[src/rtl/ilkn_pkg.sv]
// Shared constants and helpers for the Interlaken TX framing path.
// Framing words, 64b/67b headers and the burst/idle control-word layout.
package ilkn_pkg;

   localparam logic [63:0] SYNC_WORD  = 64'h78F6_78F6_78F6_78F6;
   localparam logic [63:0] SCRAM_WORD = 64'h2800_0000_0000_0000;
   localparam logic [63:0] SKIP_WORD  = 64'h1E1E_1E1E_1E1E_1E1E;
   localparam logic [63:0] DIAG_WORD  = 64'h6400_0000_0000_0000;

   localparam logic [1:0] HDR_DATA = 2'b01;
   localparam logic [1:0] HDR_CTRL = 2'b10;

   localparam int CW_CTRL_BIT = 63;
   localparam int CW_TYPE_BIT = 62;
   localparam int CW_SOP_BIT  = 61;
   localparam int CW_EOP_LSB  = 57;
   localparam int CW_CH_LSB   = 32;
   localparam int DIAG_LS_LSB = 32;

   // Closed: no burst; open: data may flow; eop: burst closed, EOP word owed.
   typedef enum logic [1:0] {
      ST_CLOSED,
      ST_OPEN,
      ST_EOP
   } burst_st_t;

   // CRC24 is left zero; it is filled further down the lane.
   function automatic logic [63:0] ctrl_word(
      input logic       sop,
      input logic [3:0] eop_fmt,
      input logic [7:0] ch
   );
      logic [63:0] w;
      w = '0;
      w[CW_CTRL_BIT] = 1'b1;
      w[CW_TYPE_BIT] = 1'b1;
      w[CW_SOP_BIT] = sop;
      w[CW_EOP_LSB +: 4] = eop_fmt;
      w[CW_CH_LSB +: 8] = ch;
      return w;
   endfunction

endpackage

[src/rtl/ilkn_tx_framer_gb_slot.sv]
// Fractional slot pacer: GB_NUM slot pulses in every GB_DEN cycles.
// Registered output; accumulator wraps modulo GB_DEN.
module ilkn_gb_slot_gen #(
   parameter int GB_NUM = 22,
   parameter int GB_DEN = 67
)(
   input  logic USER_CLK,
   input  logic SYSTEM_RESET_N,
   output logic slot_q
);

   localparam int AW = $clog2(GB_DEN) + 1;
   localparam logic [AW:0] NUM_W = (AW + 1)'(GB_NUM);
   localparam logic [AW:0] DEN_W = (AW + 1)'(GB_DEN);

   logic [AW-1:0] acc;
   logic [AW:0]   sum;
   logic [AW:0]   wrap;

   assign sum  = {1'b0, acc} + NUM_W;
   assign wrap = sum - DEN_W;

   always_ff @(posedge USER_CLK) begin
      if (!SYSTEM_RESET_N) begin
         acc    <= '0;
         slot_q <= 1'b0;
      end else if (sum >= DEN_W) begin
         acc    <= wrap[AW-1:0];
         slot_q <= 1'b1;
      end else begin
         acc    <= sum[AW-1:0];
         slot_q <= 1'b0;
      end
   end

endmodule

[src/rtl/ilkn_tx_framer.sv]
// Interlaken TX framer: metaframe framing words, burst/idle control words
// and user data, one 64b/67b word per gearbox slot.
module ilkn_tx_framer
   import ilkn_pkg::*;
#(
   parameter int META_FRAME_LEN = 16,
   parameter int GB_NUM         = 22,
   parameter int GB_DEN         = 67,
   parameter int BURST_MAX      = 8,
   parameter int CH_W           = 8
)(
   input  logic            USER_CLK,
   input  logic            SYSTEM_RESET_N,
   input  logic [63:0]     DATA_IN,
   input  logic            DATA_SOP,
   input  logic            DATA_EOP,
   input  logic [2:0]      DATA_EOP_BYTES,
   input  logic [CH_W-1:0] DATA_CHANNEL,
   input  logic            DATA_TO_SEND,
   output logic            DATA_IN_READY,
   input  logic [1:0]      LINK_STATUS,
   output logic [63:0]     DATA_OUT,
   output logic [1:0]      HEADER_OUT,
   output logic            DATA_VALID,
   output logic            FRAME_START,
   output logic            PROTO_ERR
);

   localparam int PW = $clog2(META_FRAME_LEN);
   localparam int CW = $clog2(BURST_MAX + 1);
   localparam logic [PW-1:0] POS_LAST = PW'(META_FRAME_LEN - 1);
   localparam logic [PW-1:0] POS_SKIP = PW'(2);
   localparam logic [CW-1:0] CNT_MAX  = CW'(BURST_MAX);

   logic slot_q;

   ilkn_gb_slot_gen #(
      .GB_NUM(GB_NUM),
      .GB_DEN(GB_DEN)
   ) u_slot (
      .USER_CLK(USER_CLK),
      .SYSTEM_RESET_N(SYSTEM_RESET_N),
      .slot_q(slot_q)
   );

   burst_st_t     st_q, st_d;
   logic [PW-1:0] pos_q, pos_d;
   logic [CW-1:0] cnt_q, cnt_d;
   logic [2:0]    eb_q, eb_d;
   logic [CH_W-1:0] ch_q, ch_d;
   logic          fresh_q, fresh_d;
   logic          perr_d;
   logic [63:0]   dout_d;
   logic [1:0]    hdr_d;
   logic          vld_d, fs_d;
   logic          is_pay, xfer;
   logic [7:0]    ch_in8, ch_cur8;

   assign ch_in8  = 8'(DATA_CHANNEL);
   assign ch_cur8 = 8'(ch_q);
   assign is_pay  = (pos_q > POS_SKIP) && (pos_q != POS_LAST);

   // Ready depends on registered state only.
   assign DATA_IN_READY = slot_q && is_pay && (st_q == ST_OPEN)
                          && (cnt_q < CNT_MAX);
   assign xfer = DATA_TO_SEND && DATA_IN_READY;

   always_comb begin
      st_d    = st_q;
      pos_d   = pos_q;
      cnt_d   = cnt_q;
      eb_d    = eb_q;
      ch_d    = ch_q;
      fresh_d = fresh_q;
      perr_d  = PROTO_ERR;
      dout_d  = '0;
      hdr_d   = '0;
      vld_d   = 1'b0;
      fs_d    = 1'b0;
      if (slot_q) begin
         vld_d = 1'b1;
         hdr_d = HDR_CTRL;
         pos_d = (pos_q == POS_LAST) ? '0 : pos_q + PW'(1);
         unique case (1'b1)
            pos_q == '0: begin
               dout_d = SYNC_WORD;
               fs_d   = 1'b1;
            end
            pos_q == PW'(1): dout_d = SCRAM_WORD;
            pos_q == POS_SKIP: dout_d = SKIP_WORD;
            pos_q == POS_LAST: begin
               dout_d = DIAG_WORD;
               dout_d[DIAG_LS_LSB +: 2] = LINK_STATUS;
            end
            default: begin
               unique case (1'b1)
                  st_q == ST_EOP: begin
                     dout_d = ctrl_word(DATA_TO_SEND, {1'b1, eb_q},
                                        DATA_TO_SEND ? ch_in8 : 8'h00);
                     st_d = ST_CLOSED;
                     if (DATA_TO_SEND) begin
                        st_d    = ST_OPEN;
                        cnt_d   = '0;
                        ch_d    = DATA_CHANNEL;
                        fresh_d = 1'b1;
                     end
                  end
                  st_q == ST_CLOSED && DATA_TO_SEND: begin
                     dout_d  = ctrl_word(1'b1, 4'h0, ch_in8);
                     st_d    = ST_OPEN;
                     cnt_d   = '0;
                     ch_d    = DATA_CHANNEL;
                     fresh_d = 1'b1;
                     if (!DATA_SOP) perr_d = 1'b1;
                  end
                  st_q == ST_OPEN && cnt_q == CNT_MAX: begin
                     dout_d = ctrl_word(1'b0, 4'h0, ch_cur8);
                     cnt_d  = '0;
                  end
                  xfer: begin
                     hdr_d   = HDR_DATA;
                     dout_d  = DATA_IN;
                     cnt_d   = cnt_q + 1'b1;
                     fresh_d = 1'b0;
                     // SOP is legal only on the first word of the burst.
                     if (DATA_SOP && !fresh_q) perr_d = 1'b1;
                     if (DATA_EOP) begin
                        st_d = ST_EOP;
                        eb_d = DATA_EOP_BYTES;
                     end
                  end
                  default: dout_d = ctrl_word(1'b0, 4'h0, 8'h00);
               endcase
            end
         endcase
      end
   end

   always_ff @(posedge USER_CLK) begin
      if (!SYSTEM_RESET_N) begin
         st_q        <= ST_CLOSED;
         pos_q       <= '0;
         cnt_q       <= '0;
         eb_q        <= '0;
         ch_q        <= '0;
         fresh_q     <= 1'b0;
         PROTO_ERR   <= 1'b0;
         DATA_OUT    <= '0;
         HEADER_OUT  <= '0;
         DATA_VALID  <= 1'b0;
         FRAME_START <= 1'b0;
      end else begin
         st_q        <= st_d;
         pos_q       <= pos_d;
         cnt_q       <= cnt_d;
         eb_q        <= eb_d;
         ch_q        <= ch_d;
         fresh_q     <= fresh_d;
         PROTO_ERR   <= perr_d;
         DATA_OUT    <= dout_d;
         HEADER_OUT  <= hdr_d;
         DATA_VALID  <= vld_d;
         FRAME_START <= fs_d;
      end
   end

endmodule

[config.mk]
export PLATFORM = sky130hd
export DESIGN_NAME = ilkn_tx_framer
export DESIGN_NICKNAME = d
export VERILOG_FILES = /design/src/rtl/ilkn_pkg.sv /design/src/rtl/ilkn_tx_framer_gb_slot.sv /design/src/rtl/ilkn_tx_framer.sv
export SDC_FILE = /design/constraint.sdc
export NUM_CORES = 1
export LEC_CHECK = 0
export BUFFER_PORTS_ARGS = -buffer_cell sky130_fd_sc_hd__buf_2
export CAP_MARGIN = 20
export CORE_MARGIN = 4
export CORE_UTILIZATION = 52
export DETAILED_ROUTE_END_ITERATION = 16
export PLACE_DENSITY = 0.92
export SLEW_MARGIN = 20
export SYNTH_ARGS = -nofsm -noshare
export SYNTH_HDL_FRONTEND = slang
export SYNTH_HIERARCHICAL = 1
export SYNTH_SLANG_ARGS = --single-unit
[constraint.sdc]
create_clock -name USER_CLK -period 6.2 [get_ports USER_CLK]
set_clock_uncertainty 0.2 [all_clocks]
set_input_delay 0.93 -clock USER_CLK [delete_from_list [all_inputs] [get_ports USER_CLK]]
set_output_delay 0.93 -clock USER_CLK [all_outputs]
set_load 0.1 [all_outputs]
**After elaboration in Yosys (flattened, before gate mapping)**

Cells that the tools add are included.

- Input port bits: 82
- Word-level logic and storage cells: 82
- Bits in registers: 100
- Output and inout bits: 70

- Magnitude comparators: 3
- Reduce and logical (&&, ||, !) cells: 25
- Bitwise operators: 3
- Equal/unequal tests: 11
- Mux-type cells: 22
- Add/sub/neg operators: 4

Operators by type and width:

| cell | count |
|---|---|
| 64-bit one-hot mux with 4 select lines | 2 |
| 8-bit two-way mux | 3 |
| 4-bit AND reduction | 5 |
| 8-bit one-hot mux with 2 select lines | 1 |
| 4-bit one-hot mux with 3 select lines | 1 |
| 8-bit by 5-bit adder with 9-bit output, second input constant | 1 |
| 9-bit by 7-bit >= comparator with 1-bit output, second input constant | 1 |
| 4-bit by 1-bit adder with 4-bit output, second input constant | 2 |
| 4-bit == test, second input constant | 2 |
| 1-bit logical AND | 8 |
| 4-bit two-way mux | 2 |
| 8-bit by 7-bit subtractor with 8-bit output, second input constant | 1 |
| 1-bit two-way mux | 7 |
| 2-bit two-way mux | 3 |
| 2-bit != test, second input constant | 3 |
| 2-bit one-hot mux with 3 select lines | 1 |
| 3-bit nonzero test | 2 |
| 6-bit OR reduction | 1 |
| 5-bit AND reduction | 1 |
| 4-bit by 1-bit == test with 1-bit output, second input constant | 1 |
| 4-bit by 2-bit == test with 1-bit output, second input constant | 1 |
| 4-bit by 2-bit > comparator with 1-bit output, second input constant | 1 |
| 4-bit logical NOT | 1 |
| 4-bit < comparator, second input constant | 1 |
| 13 further kinds | 16 |

**Longest topological paths before layout**

Gate-level depths: netlist (run 1).

- Depth after elaboration: 8
- Gate-level depth with buffers: 9
- Depth with buffers taken out: 8

**Hierarchy**

The synthesis (run 1) kept the hierarchy.

By module, submodules not included:

| module | area an instance (µm²) | seq. area each (µm²) | cells each | instances |
|---|---|---|---|---|
| ilkn_tx_framer | 3175.5 | 1821.7 | 301 | 1 |
| ilkn_gb_slot_gen | 656.9 | 180.2 | 80 | 1 |

**Worst setup path after synthesis (run 1)**

Ideal clock, no wire load.

- Kind: reg-to-output
- Start point: reg pos_q[0]
- End point: out DATA_IN_READY
- Slack: 3681 ps
- Path buffers: 0
- Arrival time: 1389 ps
- Data required time: 5070 ps
- Cell stages (with the launch flop): 5
- Path through: dfxtp_1 > inv_1 > ha_1 > nor2b_1 > o2111a_2

- Cells in the longest elaborated chain, start to end: 5
- Elaborated cells on any way between the ends: 6
- Classes of those cells: order compare: 1; eq/ne: 1; reduce/logical: 4

Ends and longest elaborated chain:

| what | line | source |
|---|---|---|
| from (decl) | ilkn_tx_framer.sv:47 | `logic [PW-1:0] pos_q, pos_d;` |
| from (signal assigned) | ilkn_tx_framer.sv:154 | `pos_q <= pos_d;` |
| 4-bit by 2-bit > comparator with 1-bit output / 4-bit != test (equally long branches) | ilkn_tx_framer.sv:61 | `assign is_pay = (pos_q > POS_SKIP) && (pos_q != POS_LAST);` |
| 1-bit logical AND (*) | ilkn_tx_framer.sv:61 |  |
| 1-bit logical AND (*) (2 in series) | ilkn_tx_framer.sv:64 | `assign DATA_IN_READY = slot_q && is_pay && (st_q == ST_OPEN)` |
| 1-bit logical AND (*) | ilkn_tx_framer.sv:65 | `&& (cnt_q < CNT_MAX);` |
| to (decl) | ilkn_tx_framer.sv:20 | `output logic DATA_IN_READY,` |

Every way passes the cells marked *; elsewhere a longest branch is shown, timed or not.

**Final worst setup path (run 1)**

Same ends and word-level chain as after synthesis.

==> reports/qor.txt, run 1 <==
Post-Syn Area = 3830 sq um
largest net degree at the start of global routing = 51
part of the Yosys area used for sequential elements = 0.522
crit end category = output port
Critical Path Start Type = flop
cells along the critical path = ha_1, nand3_1, o2111a_2, buf_2
Fillers = 583
share of cells above drive strength 1 = 0.336
max-cap viol count = 0
final worst setup slack = 3.04 ns
Final Hold Fails = 0
Die X = 93.9 um
post-CTS sizing = 0
Setup violations, final = 0
capture point of the worst reg-to-reg path = ch_cur8[7]$_SDFFE_PN0P_
die area = 8810 sq um
most frequent cells in the layout = 151 x buf_2, 100 x dfxtp_1, 39 x a21o_1
#FFs+latches synth = 100
PortBufs = 151
via count = 3443
area of the multi-input gates = 1700 sq um
Mean Syn Cell Area = 10.1 sq um
fin area = 4830 sq um
Critical Path Source = pos_q[0]$_SDFFE_PN0P_
Worst Path Required = 5.07 ns
postcts setup bufs = 0
Layout Nets = 616
Pleak = 2.65 nW
area grow syn2layout = 26.0%
Final Max Slew Viols = 0
first-pass GRT wire length = 15.7 mm
period utilisation layout = 0.509
Worst-Margin Slew = 0.769 ns
RSZ-0062 raised after global routing = no
first-iteration detailed-routing DRC count = 229
GRT Total Usage = 0.227
DR vias/cell = 5.47
synth warn = 6
Cell Area, Placed = 4620 sq um
f_max = 317 MHz
Initial Util = 0.531
most common cell after layout, fill and taps aside = buf_2
FF+latch area = 2000 sq um
Distinct cells, synth = 53
Worst Setup Path Type = reg2out
EDFF count, synth = 0
CTS tree = built
Worst R2R Path Depth = 6
IO Pins = 152
CP Max Fanout = 9
CP max-delay cell = buf_2
initial antenna violation count = 0
Num CTS Buffers = 9
fin crit period = 3.16 ns
Hold WC Path Type = reg2reg
fin util = 0.669
Post-DP HPWL = 7.57 mm
worst setup path endpoint = DATA_IN_READY
setup slack, reg-to-reg = 3.24 ns
VDD IR-drop max = 0.183 mV
clock-pin slew on the worst setup and hold paths = 0.09 ns
largest stage delay on the critical path = 0.44 ns
clock buffer depth = 2
Rel. slew slack = 0.486
final WL = 10.3 mm
RD Place Congestion = 0.887
clk_lat worst skew = 0.36 ns
Post-Syn Instances = 381
first drt pass iteration count = 7
H-tree lvl count = 3
Sink Count = 100
total grt overflow = 0
power per cell area = 356 nW/um^2
Syn Nets = 472
# DRC = 0
status = completed
Die Height = 93.9 um
root buffer cell = clkbuf_8
Routed WL per cell = 16.3 um
ys async rst share = 0
core box area = 7210 sq um
Reg2Reg Launch Point = pos_q[0]$_SDFFE_PN0P_
Top FF cell, synth = dfxtp_1
WP data arrival = 2.03 ns
hold buffer count at cts = 0
number of global-route vias before repair = 3282
row cnt = 31
setup tns final = 0 ns
Antenna Cells = 0
antenna-violating nets left = 0
pre-CTS WS = 3.13 ns
-- layer usage --
metal	global-route usage	share of wire	up-vias
met5	0	0	-
met4	0.0854	0.015	0
met3	0.0529	0.085	23
met2	0.418	0.52	180
met1	0.251	0.38	1597
li1	-	-	1643
-- how the worst min path moves through the flow --
stage	start	depth (start not counted)	slack (ns)	endpoint
4_1_cts	PROTO_ERR$_SDFFE_PN0P_	1	0.29	PROTO_ERR$_SDFFE_PN0P_
3_5_place_dp	PROTO_ERR$_SDFFE_PN0P_	1	0.26	PROTO_ERR$_SDFFE_PN0P_
3_3_place_gp	cnt_q[3]$_SDFFE_PN0P_	2	0.27	cnt_q[3]$_SDFFE_PN0P_
5_1_grt	PROTO_ERR$_SDFFE_PN0P_	1	0.31	PROTO_ERR$_SDFFE_PN0P_
2_1_floorplan	cnt_q[3]$_SDFFE_PN0P_	2	0.25	cnt_q[3]$_SDFFE_PN0P_
6_report	PROTO_ERR$_SDFFE_PN0P_	1	0.29	PROTO_ERR$_SDFFE_PN0P_
-- final cells by class --
class | count | area share
Clock buffer | 10 | 0.0264
Clock inverter | 6 | 0.0150
Inverter | 11 | 0.00855
Multi-Input combinational cell | 251 | 0.352
Sequential cell | 100 | 0.415
Tap cell | 99 | 0.0257
Timing Repair Buffer | 152 | 0.158
-- flip-flops by register name (all words and copies together), names as in the netlist --
register	cells
FRAME_START	1
HEADER_OUT	2
u_slot/acc	8
st_q	2
DATA_VALID	1
fresh_q	1
DATA_OUT	64
eb_q	3
PROTO_ERR	1
pos_q	4
ch_cur8	8
cnt_q	4
u_slot/slot_q	1
-- critical path, delay by kind of cell (launching register included) --
kind	cells	cell delay, ns
adder cells (fa/ha/maj)	1	0.24
buffers and inverters	1	0.44
flip-flops	1	0.36
AND/OR/NAND/NOR	1	0.31
AO/OA/AOI/OAI	1	0.32
-- cell usage after synthesis (6+ instances only) --
cell	instances	area [sq um]
nand2b_1	6	37.5
a21oi_1	13	65.1
o21ai_0	17	85.1
nand3_1	6	30.0
buf_2	9	45.0
ha_1	9	113
nor2b_1	9	56.3
mux2i_1	15	150
a21o_1	39	293
o21a_1	6	45.0
and2_1	13	81.3
nor2_1	26	97.6
nand2_1	23	86.3
a222oi_1	8	80.1
inv_1	10	37.5
dfxtp_1	100	2000
-- metrics by stage --
step | instances | hold slack, ns | power [mW]
after floorplan | 381 | 0.250 | 1.20
after global placement | 613 | 0.266 | 1.29
after detailed placement | 613 | 0.259 | 1.31
after CTS | 629 | 0.293 | 1.72
after global routing | 629 | 0.313 | 1.79
final | 629 | 0.294 | 1.72
-- kinds of logic (layout without fill, tap and decap cells) --
logic type | Yosys count | in the layout | share of synthesized area
AO/OA/AOI/OAI | 114 | 114 | 0.211
XOR/XNOR | 4 | 4 | 0.00914
adder cells (fa/ha/maj) | 9 | 9 | 0.0294
buffers and inverters | 30 | 179 | 0.0382
flip-flops | 100 | 100 | 0.522
multiplexers | 17 | 17 | 0.0451
AND/OR/NAND/NOR | 107 | 107 | 0.145
-- power by group --
| part | internal [mW] | total [mW] | switching (mW) |
|---|---|---|---|
| sequential | 0.698 | 0.743 | 0.0454 |
| clock | 0.192 | 0.420 | 0.228 |
| combinational | 0.149 | 0.555 | 0.406 |
| total | 1.04 | 1.72 | 0.679 |
No activity file was read; power rests on OpenSTA's default activity.
==> run 2: changes to the inputs <==
CORE_UTILIZATION = 43   (was 52)
PLACE_DENSITY = 0.82   (was 0.92)
clock period = 2.7 ns   (was 6.2 ns; I/O delays follow)
==> run 2 against run 1 <==
Via count is 2.2% lower. Wire length shrank 5.5%. Register-to-register slack got worse by 3.1 ns. Critical path type unchanged. Sequential share of layout area is 0.85 points lower. First-iteration DRC count is 10% higher. Total power grew 140%. Final area increased by 2.2%. Critical path depth is the same. Global-route usage decreased by 4.7 points. Non-clock buffer count up 6. Clock power grew to 2.6 times the previous value.
==> reports/qor.txt, run 2 (synthesis results as in run 1) <==
status = completed (unchanged)
most common cell after layout, fill and taps aside = buf_2 (unchanged)
Top reg by flops = DATA_OUT (unchanged)
setup slack, reg-to-reg = 0.16 ns (was 3.24 ns)
row cnt = 34 (was 31)
Rel. slew slack = 0.555 (was 0.486)
postcts setup bufs = 0 (unchanged)
Setup violations, final = 0 (unchanged)
Worst Setup Path Type = reg2out (unchanged)
RSZ-0062 raised after global routing = no (unchanged)
Total Power = 4.08 mW (was 1.72 mW)
first-pass GRT wire length = 14.7 mm (was 15.7 mm)
root buffer cell = clkbuf_8 (unchanged)
Worst Path Required = 2.10 ns (was 5.07 ns)
Final Max Slew Viols = 0 (unchanged)
clock buffer depth = 2 (unchanged)
final worst setup slack = 0.162 ns (was 3.04 ns)
clk_lat worst skew = 0.36 ns (about the same)
number of global-route vias before repair = 3137 (was 3282)
Post-DP HPWL = 7.32 mm (was 7.57 mm)
Fillers = 786 (was 583)
Die Height = 102 um (was 93.9 um)
FF+latch area = 2000 sq um (about the same)
CTS tree = built (unchanged)
antenna-violating nets left = 0 (unchanged)
GRT Total Usage = 0.179 (was 0.227)
top layer in use = met4 (unchanged)
die area = 10500 sq um (was 8810 sq um)
H-tree lvl count = 3 (unchanged)
hold buffer count at cts = 0 (unchanged)
Layout Nets = 622 (was 616)
most frequent cells in the layout = 150 x buf_2, 99 x dfxtp_1, 39 x a21o_1 (was 151 x buf_2, 100 x dfxtp_1, 39 x a21o_1)
CP Max Fanout = 9 (unchanged)
WP data arrival = 1.93 ns (was 2.03 ns)
largest net degree at the start of global routing = 51 (unchanged)
post-CTS sizing = 0 (unchanged)
number of flip-flops in the largest register = 64 (unchanged)
core box area = 8680 sq um (was 7210 sq um)
period utilisation layout = 0.940
Sink Count = 100 (unchanged)
Die X = 102 um (was 93.9 um)
final WL = 9.70 mm (was 10.3 mm)
area grow syn2layout = 28.7% (was 26.0%)
Final Hold Fails = 0 (unchanged)
Initial Util = 0.442 (was 0.531)
met1 wire length = 4.05 mm (was 3.88 mm)
total grt overflow = 0 (unchanged)
Hold WC Path Type = in2reg (was reg2reg)
area of the multi-input gates = 1690 sq um (was 1700 sq um)
crit end category = output port (unchanged)
first-iteration detailed-routing DRC count = 253 (was 229)
Pleak = 2.70 nW (was 2.65 nW)
Critical Path Start Type = flop (unchanged)
VDD IR-drop max = 0.305 mV (was 0.183 mV)
Antenna Cells = 0 (unchanged)
initial antenna violation count = 0 (unchanged)
max-cap viol count = 0 (unchanged)
power per cell area = 828 nW/um^2 (was 356 nW/um^2)
fin crit period = 2.54 ns
f_max = 394 MHz
# DRC = 0 (unchanged)
Met3 Routed Length = 850 um (was 873 um)
DR vias/cell = 5.23 (was 5.47)
fin util = 0.568 (was 0.669)
setup tns final = 0 ns (unchanged)
pre-CTS WS = 0.0675 ns (was 3.13 ns)
Hold WS = 0.0269 ns (was 0.294 ns)
via count = 3367 (was 3443)
clock-pin slew on the worst setup and hold paths = 0.11 ns (was 0.09 ns)
Num CTS Buffers = 9 (unchanged)
Routed WL per cell = 15.1 um (was 16.3 um)
Met2 Wirelength = 4.58 mm (was 5.35 mm)
PortBufs = 151 (unchanged)
share of cells above drive strength 1 = 0.349 (was 0.336)
first drt pass iteration count = 7 (unchanged)
Worst-Margin Slew = 0.666 ns (was 0.769 ns)
IO Pins = 152 (unchanged)
RD Place Congestion = 0.877 (was 0.887)
run 2: stage by stage:
stage          cell area (sq um)  cells
6_report                    4930    644
5_1_grt                     4930    644
4_1_cts                     4930    644
3_5_place_dp                4690    628
3_3_place_gp                4690    628
2_1_floorplan               3830    381
run 2: final timing paths:
path / from / end / cells past startpoint
min: DATA_IN[51] / DATA_OUT[51]$_SDFF_PN0_ / 2
max reg2reg: u_slot/acc[1]$_SDFF_PN0_ / u_slot/acc[5]$_SDFF_PN0_ / 8
min reg2reg: cnt_q[3]$_SDFFE_PN0P_ / cnt_q[3]$_SDFFE_PN0P_ / 2
max: pos_q[1]$_SDFFE_PN0P_ / DATA_IN_READY / 4
run 2: layout make-up:
class / count / area share
tap: 108 / 0.0274
multi-input combinational: 251 / 0.343
timing repair buffer: 158 / 0.167
clock inverter: 7 / 0.0226
sequential: 100 / 0.406
clock buffer: 9 / 0.0251
inverter: 11 / 0.00837
run 2: critical path, cell delays in order, from the launching register on:
cell and delay (ns):
dfxtp_1 0.37, ha_1 0.23, nand3_1 0.30, o2111a_2 0.33, clkbuf_4 0.35
run 2: report_power, final:
group | switching, mW | total [mW] | internal (mW)
clock network | 0.553 | 1.10 | 0.548
registers | 0.101 | 1.70 | 1.60
logic | 0.922 | 1.28 | 0.355
total | 1.58 | 4.08 | 2.51
run 2: layer usage:
metal,up-vias,global-route usage
met1,1545,0.216
met4,0,0.0807
met5,-,0
li1,1648,-
met2,154,0.307
met3,20,0.0382
